==> src/rtl/sdram_burst_port_if.sv <==
// Bundles the host-side command/data ports and the sdram_controller request/ack
// ports of sdram_burst_port. "slave" is the port's own view; "master" is the
// view of whatever drives it (host plus controller, e.g. a testbench).
//
// Handshakes: cmd, wr and rd transfer a word on any clock edge where both
// valid and ready are high; valid never waits on ready, and ready may depend
// on state only. The sdram_* req/ack pair follows the controller's contract:
// req is held until ack rises, then ack stays high for the burst length.
interface sdram_burst_port_if #(
    parameter int AW = 24
);
    logic          sdram_init_done;
    logic          cmd_valid;
    logic          cmd_ready;
    logic          cmd_wr;
    logic [AW-1:0] cmd_addr;
    logic [9:0]    cmd_len;
    logic          wr_valid;
    logic          wr_ready;
    logic [15:0]   wr_data;
    logic          rd_valid;
    logic          rd_ready;
    logic [15:0]   rd_data;
    logic          busy;
    logic          err;
    logic          sdram_wr_req;
    logic          sdram_wr_ack;
    logic [AW-1:0] sdram_wr_addr;
    logic [9:0]    sdram_wr_burst;
    logic [15:0]   sdram_din;
    logic          sdram_rd_req;
    logic          sdram_rd_ack;
    logic [AW-1:0] sdram_rd_addr;
    logic [9:0]    sdram_rd_burst;
    logic [15:0]   sdram_dout;
    logic [2:0]    state_dbg;

    modport slave (
        input  sdram_init_done, cmd_valid, cmd_wr, cmd_addr, cmd_len,
               wr_valid, wr_data, rd_ready, sdram_wr_ack, sdram_rd_ack, sdram_dout,
        output cmd_ready, wr_ready, rd_valid, rd_data, busy, err,
               sdram_wr_req, sdram_wr_addr, sdram_wr_burst, sdram_din,
               sdram_rd_req, sdram_rd_addr, sdram_rd_burst, state_dbg
    );

    modport master (
        output sdram_init_done, cmd_valid, cmd_wr, cmd_addr, cmd_len,
               wr_valid, wr_data, rd_ready, sdram_wr_ack, sdram_rd_ack, sdram_dout,
        input  cmd_ready, wr_ready, rd_valid, rd_data, busy, err,
               sdram_wr_req, sdram_wr_addr, sdram_wr_burst, sdram_din,
               sdram_rd_req, sdram_rd_addr, sdram_rd_burst, state_dbg
    );
endinterface

==> src/rtl/sdram_burst_port.sv <==
// Burst command front end for sdram_controller. One command at a time:
// write bursts are staged in a show-ahead write FIFO until len words are
// present, read bursts wait for len free slots in the read FIFO, then the
// controller req/ack handshake is sequenced. FSM state is exported on
// bus.state_dbg.
// Optional: define SDRAM_BURST_PORT_TIMEOUT_EN to abort a request that sees
// no ack within TIMEOUT cycles (err pulse, write words discarded).
module sdram_burst_port #(
    parameter int DEPTH   = 16,
    parameter int AW      = 24,
    parameter int TIMEOUT = 1023
) (
    input logic               clk,
    input logic               rst,
    sdram_burst_port_if.slave bus
);
    localparam int PW = $clog2(DEPTH) + 1;  // pointer width, wraps mod 2*DEPTH
    localparam int IW = PW - 1;              // storage index width

    typedef enum logic [2:0] {
        IDLE   = 3'd0,
        WFILL  = 3'd1,
        WREQ   = 3'd2,
        WBURST = 3'd3,
        RWAIT  = 3'd4,
        RREQ   = 3'd5,
        RBURST = 3'd6
    } state_t;

    state_t state, state_nxt;

    // Direction is carried by the state encoding, so only addr/len are kept.
    logic [AW-1:0] addr_q;
    logic [9:0]    len_q;
    logic          err_q;
    logic          cmd_fire, cmd_legal, tmo_hit;

    logic [15:0]   wf_mem [DEPTH];
    logic [PW-1:0] wf_wptr, wf_rptr, wf_count;
    logic          wf_full, wf_empty, wf_push, wf_pop, wf_drop, wf_fill_ok;
    logic [15:0]   din_last;

    logic [15:0]   rf_mem [DEPTH];
    logic [PW-1:0] rf_wptr, rf_rptr, rf_count;
    logic          rf_full, rf_empty, rf_push, rf_pop, rf_room_ok;

    assign cmd_fire  = bus.cmd_valid & bus.cmd_ready;
    assign cmd_legal = (bus.cmd_len != 10'd0) && (bus.cmd_len <= 10'(DEPTH));

    // Write FIFO: pops on every controller ack cycle of a write burst
    // (including the ack-rise cycle seen in WREQ); an empty pop is ignored.
    assign wf_count   = wf_wptr - wf_rptr;
    assign wf_full    = (wf_count == PW'(DEPTH));
    assign wf_empty   = (wf_count == '0);
    assign wf_push    = bus.wr_valid & ~wf_full;
    assign wf_pop     = ((state == WREQ) || (state == WBURST)) & bus.sdram_wr_ack & ~wf_empty;
    assign wf_fill_ok = ({1'b0, len_q} <= 11'(wf_count));

    // Read FIFO: pushes every ack cycle of a read burst; RWAIT guarantees
    // room, the pop term only covers the legal push-at-full-with-pop case.
    assign rf_count   = rf_wptr - rf_rptr;
    assign rf_full    = (rf_count == PW'(DEPTH));
    assign rf_empty   = (rf_count == '0);
    assign rf_pop     = ~rf_empty & bus.rd_ready;
    assign rf_push    = ((state == RREQ) || (state == RBURST)) & bus.sdram_rd_ack
                        & (~rf_full | rf_pop);
    assign rf_room_ok = ({1'b0, len_q} <= (11'(DEPTH) - 11'(rf_count)));

`ifdef SDRAM_BURST_PORT_TIMEOUT_EN
    localparam int TW = $clog2(TIMEOUT + 1);
    logic [TW-1:0] tmo_cnt;

    // Ack-wait watchdog: counts while requesting, zero in every other state
    always_ff @(posedge clk) begin
        if (rst || !((state == WREQ) || (state == RREQ))) tmo_cnt <= '0;
        else                                               tmo_cnt <= tmo_cnt + TW'(1);
    end

    assign tmo_hit = (((state == WREQ) && !bus.sdram_wr_ack) ||
                      ((state == RREQ) && !bus.sdram_rd_ack)) &&
                     (tmo_cnt == TW'(TIMEOUT - 1));
    assign wf_drop = tmo_hit && (state == WREQ);
`else
    logic unused_timeout;
    assign unused_timeout = (TIMEOUT != 0);
    assign tmo_hit = 1'b0;
    assign wf_drop = 1'b0;
`endif

    // FSM state register
    always_ff @(posedge clk) begin
        if (rst) state <= IDLE;
        else     state <= state_nxt;
    end

    // FSM next-state logic
    always_comb begin
        state_nxt = state;
        case (state)
            IDLE:    if (cmd_fire && cmd_legal) state_nxt = bus.cmd_wr ? WFILL : RWAIT;
            WFILL:   if (wf_fill_ok) state_nxt = WREQ;
            WREQ:    if (bus.sdram_wr_ack) state_nxt = WBURST;
                     else if (tmo_hit)     state_nxt = IDLE;
            WBURST:  if (!bus.sdram_wr_ack) state_nxt = IDLE;
            RWAIT:   if (rf_room_ok) state_nxt = RREQ;
            RREQ:    if (bus.sdram_rd_ack) state_nxt = RBURST;
                     else if (tmo_hit)     state_nxt = IDLE;
            RBURST:  if (!bus.sdram_rd_ack) state_nxt = IDLE;
            default: state_nxt = IDLE;
        endcase
    end

    // Command latch and one-cycle error pulse
    always_ff @(posedge clk) begin
        if (rst) begin
            addr_q <= '0;
            len_q  <= '0;
            err_q  <= 1'b0;
        end else begin
            if (cmd_fire) begin
                addr_q <= bus.cmd_addr;
                len_q  <= bus.cmd_len;
            end
            err_q <= (cmd_fire && !cmd_legal) || tmo_hit;
        end
    end

    // Write FIFO storage (contents need no reset, pointers define validity)
    always_ff @(posedge clk) begin
        if (wf_push) wf_mem[wf_wptr[IW-1:0]] <= bus.wr_data;
    end

    // Write FIFO pointers and last-popped word for over-long ack
    always_ff @(posedge clk) begin
        if (rst) begin
            wf_wptr  <= '0;
            wf_rptr  <= '0;
            din_last <= '0;
        end else begin
            if (wf_push) wf_wptr <= wf_wptr + PW'(1);
            if (wf_pop) begin
                wf_rptr  <= wf_rptr + PW'(1);
                din_last <= wf_mem[wf_rptr[IW-1:0]];
            end else if (wf_drop) begin
                wf_rptr  <= wf_rptr + PW'(len_q);
            end
        end
    end

    // Read FIFO storage
    always_ff @(posedge clk) begin
        if (rf_push) rf_mem[rf_wptr[IW-1:0]] <= bus.sdram_dout;
    end

    // Read FIFO pointers
    always_ff @(posedge clk) begin
        if (rst) begin
            rf_wptr <= '0;
            rf_rptr <= '0;
        end else begin
            if (rf_push) rf_wptr <= rf_wptr + PW'(1);
            if (rf_pop)  rf_rptr <= rf_rptr + PW'(1);
        end
    end

    assign bus.cmd_ready      = (state == IDLE) & bus.sdram_init_done;
    assign bus.wr_ready       = ~wf_full;
    assign bus.rd_valid       = ~rf_empty;
    assign bus.rd_data        = rf_mem[rf_rptr[IW-1:0]];
    assign bus.busy           = (state != IDLE);
    assign bus.err            = err_q;
    assign bus.sdram_wr_req   = (state == WREQ);
    assign bus.sdram_wr_addr  = addr_q;
    assign bus.sdram_wr_burst = len_q;
    assign bus.sdram_din      = wf_empty ? din_last : wf_mem[wf_rptr[IW-1:0]];
    assign bus.sdram_rd_req   = (state == RREQ);
    assign bus.sdram_rd_addr  = addr_q;
    assign bus.sdram_rd_burst = len_q;
    assign bus.state_dbg      = state;
endmodule

==> src/flat_wrapper.sv <==
// flat-port wrapper written by rule: the top's interface ports become plain ports
module sdram_burst_port_flat 
#(
    parameter int DEPTH   = 16,
    parameter int AW      = 24,
    parameter int TIMEOUT = 1023
)
  (clk, rst, bus_sdram_init_done, bus_cmd_valid, bus_cmd_wr, bus_cmd_addr, bus_cmd_len, bus_wr_valid, bus_wr_data, bus_rd_ready, bus_sdram_wr_ack, bus_sdram_rd_ack, bus_sdram_dout, bus_cmd_ready, bus_wr_ready, bus_rd_valid, bus_rd_data, bus_busy, bus_err, bus_sdram_wr_req, bus_sdram_wr_addr, bus_sdram_wr_burst, bus_sdram_din, bus_sdram_rd_req, bus_sdram_rd_addr, bus_sdram_rd_burst, bus_state_dbg);
  sdram_burst_port_if #(.AW(AW)) bus_i ();
  input logic clk;
  input logic rst;
  input wire logic [$bits(bus_i.sdram_init_done)-1:0] bus_sdram_init_done;
  input wire logic [$bits(bus_i.cmd_valid)-1:0] bus_cmd_valid;
  input wire logic [$bits(bus_i.cmd_wr)-1:0] bus_cmd_wr;
  input wire logic [$bits(bus_i.cmd_addr)-1:0] bus_cmd_addr;
  input wire logic [$bits(bus_i.cmd_len)-1:0] bus_cmd_len;
  input wire logic [$bits(bus_i.wr_valid)-1:0] bus_wr_valid;
  input wire logic [$bits(bus_i.wr_data)-1:0] bus_wr_data;
  input wire logic [$bits(bus_i.rd_ready)-1:0] bus_rd_ready;
  input wire logic [$bits(bus_i.sdram_wr_ack)-1:0] bus_sdram_wr_ack;
  input wire logic [$bits(bus_i.sdram_rd_ack)-1:0] bus_sdram_rd_ack;
  input wire logic [$bits(bus_i.sdram_dout)-1:0] bus_sdram_dout;
  output wire logic [$bits(bus_i.cmd_ready)-1:0] bus_cmd_ready;
  output wire logic [$bits(bus_i.wr_ready)-1:0] bus_wr_ready;
  output wire logic [$bits(bus_i.rd_valid)-1:0] bus_rd_valid;
  output wire logic [$bits(bus_i.rd_data)-1:0] bus_rd_data;
  output wire logic [$bits(bus_i.busy)-1:0] bus_busy;
  output wire logic [$bits(bus_i.err)-1:0] bus_err;
  output wire logic [$bits(bus_i.sdram_wr_req)-1:0] bus_sdram_wr_req;
  output wire logic [$bits(bus_i.sdram_wr_addr)-1:0] bus_sdram_wr_addr;
  output wire logic [$bits(bus_i.sdram_wr_burst)-1:0] bus_sdram_wr_burst;
  output wire logic [$bits(bus_i.sdram_din)-1:0] bus_sdram_din;
  output wire logic [$bits(bus_i.sdram_rd_req)-1:0] bus_sdram_rd_req;
  output wire logic [$bits(bus_i.sdram_rd_addr)-1:0] bus_sdram_rd_addr;
  output wire logic [$bits(bus_i.sdram_rd_burst)-1:0] bus_sdram_rd_burst;
  output wire logic [$bits(bus_i.state_dbg)-1:0] bus_state_dbg;
  assign bus_i.sdram_init_done = bus_sdram_init_done;
  assign bus_i.cmd_valid = bus_cmd_valid;
  assign bus_i.cmd_wr = bus_cmd_wr;
  assign bus_i.cmd_addr = bus_cmd_addr;
  assign bus_i.cmd_len = bus_cmd_len;
  assign bus_i.wr_valid = bus_wr_valid;
  assign bus_i.wr_data = bus_wr_data;
  assign bus_i.rd_ready = bus_rd_ready;
  assign bus_i.sdram_wr_ack = bus_sdram_wr_ack;
  assign bus_i.sdram_rd_ack = bus_sdram_rd_ack;
  assign bus_i.sdram_dout = bus_sdram_dout;
  assign bus_cmd_ready = bus_i.cmd_ready;
  assign bus_wr_ready = bus_i.wr_ready;
  assign bus_rd_valid = bus_i.rd_valid;
  assign bus_rd_data = bus_i.rd_data;
  assign bus_busy = bus_i.busy;
  assign bus_err = bus_i.err;
  assign bus_sdram_wr_req = bus_i.sdram_wr_req;
  assign bus_sdram_wr_addr = bus_i.sdram_wr_addr;
  assign bus_sdram_wr_burst = bus_i.sdram_wr_burst;
  assign bus_sdram_din = bus_i.sdram_din;
  assign bus_sdram_rd_req = bus_i.sdram_rd_req;
  assign bus_sdram_rd_addr = bus_i.sdram_rd_addr;
  assign bus_sdram_rd_burst = bus_i.sdram_rd_burst;
  assign bus_state_dbg = bus_i.state_dbg;
  sdram_burst_port #(.DEPTH(DEPTH), .AW(AW), .TIMEOUT(TIMEOUT)) u_core (.clk(clk), .rst(rst), .bus(bus_i));
endmodule
==> config.mk <==
export PLATFORM = sky130hd
export DESIGN_NAME = sdram_burst_port_flat
export DESIGN_NICKNAME = d
export VERILOG_FILES = /design/src/rtl/sdram_burst_port_if.sv /design/src/rtl/sdram_burst_port.sv /design/src/flat_wrapper.sv
export SDC_FILE = /design/constraint.sdc
export NUM_CORES = 1
export LEC_CHECK = 0
export ABC_AREA = 1
export CAP_MARGIN = 40
export CORE_MARGIN = 2
export CORE_UTILIZATION = 43
export DETAILED_ROUTE_END_ITERATION = 8
export PLACE_DENSITY_LB_ADDON = 0.2
export SYNTH_ARGS = -nofsm -noshare
export SYNTH_HDL_FRONTEND = slang
export SYNTH_SLANG_ARGS = --single-unit
==> constraint.sdc <==
create_clock -name clk -period 4.28 [get_ports clk]
set_clock_uncertainty 0.1 [all_clocks]
set_input_delay 1.284 -clock clk [delete_from_list [all_inputs] [get_ports clk]]
set_output_delay 1.284 -clock clk [all_outputs]
set_load 0.01 [all_outputs]
After elaboration in Yosys (flattened, before gate mapping)
Memory sizes are Yosys's and may differ from the RTL's. A register that Yosys moved wholly into a read port is not among the register bits.
Index checks and enable logic that the tools add are counted.
Storage, ports and cells
  bits in registers: 74
  latch bits: 0
  memory bits (writable): 512
  ROM bits: 0
  memories: 2
Memory list
  u_core.rf_mem: depth 16, width 16, read ports 1, clocked after memory_dff 1, write ports 1, line sdram_burst_port.sv:43  | logic [15:0] rf_mem [DEPTH];
  u_core.wf_mem: depth 16, width 16, read ports 1, clocked after memory_dff 1, write ports 1, line sdram_burst_port.sv:38  | logic [15:0] wf_mem [DEPTH];
Operators by class
  $add $sub $neg: 7
  multipliers: 0
  divide/modulo/power cells: 0
  $lt $le $gt $ge: 3
  eq/ne operators: 15
  shift operators: 0
  muxes and demuxes: 18
  bitwise operators: 13
  reduce and logical (&&, ||, !) cells: 12
Operators with widths (number)
  two-way mux 3 bit: 8
  case mux 3 bit (7 select lines): 1
  adder 5 x 1 -> 5 bit (second input constant): 4
  two-way mux 16 bit: 1
  two-way mux 4 bit: 4
  less-or-equal comparator 10 x 11 -> 1 bit: 1
  == test 5 bit (second input constant): 2
  less-or-equal comparator 10 x 5 -> 1 bit: 1
  less-or-equal comparator 10 x 5 -> 1 bit (second input constant): 1
  logical NOT 5 bit: 2
  nonzero test 10 bit: 1
  subtractor 5 bit: 2
  == test 3 bit (second input constant): 3
  bitwise AND 1 bit: 8
  inequality test 2 bit (second input constant): 4
  AND reduction 7 bit: 1
  == test 3 x 2 -> 1 bit (second input constant): 2
  inequality test 2 x 1 -> 1 bit (second input constant): 3
  subtractor 5 x 5 -> 6 bit (first input constant): 1
  two-way mux 1 bit: 4
  inverter 1 bit: 4
  == test 3 x 1 -> 1 bit (second input constant): 1
  logical AND 1 bit: 3
  logical NOT 3 bit: 1
  4 further kinds: 5

Logic depth before layout (Yosys ltp)
  depth after elaboration: 8
  mapped depth: 24
  gate-level depth less buffers: 24

Worst setup path after synthesis
No wires, ideal clock.
  path kind: reg2reg
  start: register u_core.rf_wptr[0]
  end: memory u_core.rf_mem[11][0], enable pin
  setup time: 0.388 ns
  arrival time: 3.188 ns
  path slack: 0.603 ns
  cell stages (with the launch flop): 18
  buffers on the path: 0
  clock period less this slack: 3.677 ns
  cell sequence: dfxtp_1 -> inv_1 -> ha_1 -> inv_1 -> fa_1 -> inv_1 -> ha_1 -> nor3b_1 -> ha_1 -> inv_1 -> nand2_1 -> inv_1 -> nor2_1 -> nor2_2 -> inv_1 -> nor2_1 -> nand2_1 -> nor2_1
On the way
  longest elaborated chain between the ends: 8
RTL lines
  from (decl): line sdram_burst_port.sv:44  | logic [PW-1:0] rf_wptr, rf_rptr, rf_count;
  from (signal assigned): line sdram_burst_port.sv:161  | if (rf_push) rf_wptr <= rf_wptr + PW'(1);
  subtractor 5 bit: line sdram_burst_port.sv:61  | assign rf_count = rf_wptr - rf_rptr;
  logical NOT 5 bit: line sdram_burst_port.sv:63  | assign rf_empty = (rf_count == '0);
  inverter 1 bit
  named net bus_rd_valid: line flat_wrapper.sv:25  | output wire logic [$bits(bus_i.rd_valid)-1:0] bus_rd_valid;
  bitwise AND 1 bit: line sdram_burst_port.sv:64  | assign rf_pop = ~rf_empty & bus.rd_ready;
  bitwise OR 1 bit: line sdram_burst_port.sv:66  | & (~rf_full | rf_pop);
  bitwise AND 1 bit: line sdram_burst_port.sv:66
  two-way mux 1 bit: line sdram_burst_port.sv:152  | if (rf_push) rf_mem[rf_wptr[IW-1:0]] <= bus.sdram_dout;
  two-way mux 1 bit (implied by the code): line sdram_burst_port.sv:152
  to (decl): line sdram_burst_port.sv:43
The timed path passes the listed nets, and every way through them passes these cells.

Worst setup path after layout
  start: register u_core.wf_wptr[0]
  end: output bus_wr_ready
On the way
  longest elaborated chain between the ends: 3
RTL lines
  from (decl): line sdram_burst_port.sv:39  | logic [PW-1:0] wf_wptr, wf_rptr, wf_count;
  from (signal assigned): line sdram_burst_port.sv:140  | if (wf_push) wf_wptr <= wf_wptr + PW'(1);
  subtractor 5 bit: line sdram_burst_port.sv:52  | assign wf_count = wf_wptr - wf_rptr;
  == test 5 bit: line sdram_burst_port.sv:53  | assign wf_full = (wf_count == PW'(DEPTH));
  inverter 1 bit: line sdram_burst_port.sv:167  | assign bus.wr_ready = ~wf_full;
  to (decl): line flat_wrapper.sv:24  | output wire logic [$bits(bus_i.wr_ready)-1:0] bus_wr_ready;
No other way between the ends.

==> metrics <==
library cells used by synthesis=41; WL final=61,900 um; CTS hold repair buffers=0; sequential cell area fraction in the yosys report=0.682; Rows=88; number of I/O port buffers=184; # clock sinks=594; routed length per instance=20.1 um; Longest Clk Path Bufs=3; Placer Congestion=0.784; commonest cells after routing, fill and taps aside=512 x edfxtp_1, 284 x nor2_1, 253 x o21ai_0; layout cells sized above 1=0.116; static leakage=10.4 nW; TritonCTS clock tree=yes; Syn Area/Cell=12.0 um2; top cells by area, synth=edfxtp_1 62%, dfxtp_1 6.6%, o21ai_0 5.2%; syn nets=2,193; crit path launch type=flop; register bit total from synthesis=594; Post-DP Area=0.0277 mm2; Worst setup EP type=output pin; Post-synth ARST share=0; min setup slack post-route=148 ps; post-place setup slack=33.5 ps; share of the synthesized area in the top cell type=0.616; Worst slew margin=0.543; Final Hold Vio Count=0; warnings from Yosys=0; initial antenna violation count=2; Finish-stage setup viols=0; CTS H-tree lvls=2; Core ar.=0.0576 mm2; pin count of the biggest net entering global routing=65; DR iter-0 viols=1,420; initial core utilization=0.433; vias per cell=5.32; CTS Root Buffer Type=clkbuf_16; Critical Path RT=2900 ps; Post-synth EDFFs=512; Pwr per Cell Area=510 mW/mm2; grt ovf=0; Nets=2,369; crit path DAT=2750 ps; status=finished, final reports clean; fillers=4,898; IO Pins=185; Mapped Area=0.0250 mm2; Yosys top cell by area=edfxtp_1; Slew Limit Fails=0; RSZ-0062 raised after global routing=false; post-route ant nets=0; Final Cell Area=0.0300 mm2; critical path class=reg2out; detailed placer's ending HPWL=35,700 um; fin crit share=0.965; first-pass GRT wire length=93,700 um; Syn-to-layout area delta=20.0%; Die W=245 um; Overall Power=0.0153 W; TritonCTS buffer count=60; min Tclk post-route=4130 ps; Skew-Pair Late Insertion Delay=650 ps; Clock transition at path regs=60 ps; DRC viols=0; fmax=0.242 GHz; Cells after Synth=2,079; CP Max Fanout=5; most common flop cell mapped by yosys=edfxtp_1; Post-Route Utilization=0.520; Pre-antenna DRT Iters=5; hold crit path type=reg2reg; max-cap violations=0; Worst VDD drop=0.000310 V; vias=16,300; setup_tns=0 ps; vias in the first global route=15,900; pin slew with the least headroom to its limit=685 ps; die area=0.0600 mm2; Die Ht=245 um; commonest non-fill, non-tap cell in the layout=edfxtp_1; GRT Total Usage=0.205
-- routing by layer --
metal	vias to the layer above	GRT usage	wire length, um
li1	7753	-	-
met1	8010	0.293	28200
met2	494	0.318	28200
met3	85	0.0435	4180
met4	2	0.0516	1240
met5	-	0	13
-- synthesized netlist by cell type, types with 2 or more instances --
cell	number
dfxtp_1	82
xnor2_1	3
mux2i_1	64
xnor2_2	2
nand4_1	3
inv_2	2
o22ai_1	2
nor2_2	5
inv_1	145
nor3b_1	3
o21ai_1	21
a21oi_1	105
o211ai_1	129
xor2_1	6
buf_1	9
edfxtp_1	512
nand2_1	121
nand2_2	5
ha_1	37
o21a_1	16
fa_1	2
buf_4	37
nor3_1	10
nand2_4	2
nand3_1	68
buf_6	12
o21ai_0	259
buf_2	18
nor2_1	314
buf_8	2
clkbuf_1	73
-- sequential cells by signal, summed over array words and instances, names as in the netlist, named ones only --
signal                     count
u_core.bus.sdram_rd_burst     10
u_core.wf_mem                256
u_core.bus.err                 1
u_core.bus.state_dbg           3
u_core.rf_wptr                 5
u_core.din_last               16
u_core.bus.sdram_rd_addr      24
u_core.wf_rptr                 5
u_core.rf_rptr                 5
u_core.rf_mem                256
u_core.wf_wptr                 5
-- cell type report --
cell class	count	area (um2)	area share
Tap cell	765	957	0.0320
Multi-Input combinational cell	1186	6690	0.223
Inverter	149	567	0.0189
Sequential cell	594	17000	0.569
Clock buffer	74	1650	0.0549
Antenna cell	1	2.50	0.0000835
Clock inverter	40	503	0.0168
Timing Repair Buffer	264	2550	0.0852
-- cells by family after synthesis --
group           synth area share
mux                       0.0257
flops                      0.682
fa+ha+maj                 0.0202
simple gates              0.0890
xor+xnor                 0.00512
compound gates             0.122
buf+inv                   0.0564
-- power breakdown --
part / switching, W / internal [W] / total [W] / leakage, nW
Combinational: 0.00179 / 0.00127 / 0.00306 / 4.08
Sequential: 0.000151 / 0.00646 / 0.00661 / 5.29
Clock: 0.00226 / 0.00334 / 0.00560 / 1.04
Total: 0.00420 / 0.0111 / 0.0153 / 10.4
-- stage by stage --
stage               hold WS, ps  std cells
floorplan                   343       2079
global placement            360       2946
detailed placement          369       2946
CTS                         385       3069
global route                402       3073
finish                      387       3073
-- critical path, cell delays in order, from the launching register on --
cell and delay, ps:
dfxtp_4 360, inv_2 80, ha_1 150, inv_1 60, fa_2 360, xor2_1 200, nor3_2 130, buf_4 180
buf_4 110, nand3b_2 140, dlygate4sd2_1 340
-- worst paths after layout --
check	from	end	slack, ps	depth (start not counted)
max	u_core.wf_wptr[0]	bus_wr_ready	150	10
min	u_core.rf_wptr[4]	u_core.rf_wptr[4]	390	1
max reg2reg	u_core.rf_wptr[0]	u_core.rf_mem[11][11]	620	18
min reg2reg	u_core.rf_wptr[4]	u_core.rf_wptr[4]	390	1
-- what timing repair did --
action | 4_1_cts | 5_1_grt
setup buffers | 8 | 3
resized for setup | 54 | 39
endpoints found under the setup margin | 18 | 18
cloned | 1 | 0
pin swaps | 3 | 1
No activity file was read; power rests on OpenSTA's default activity.
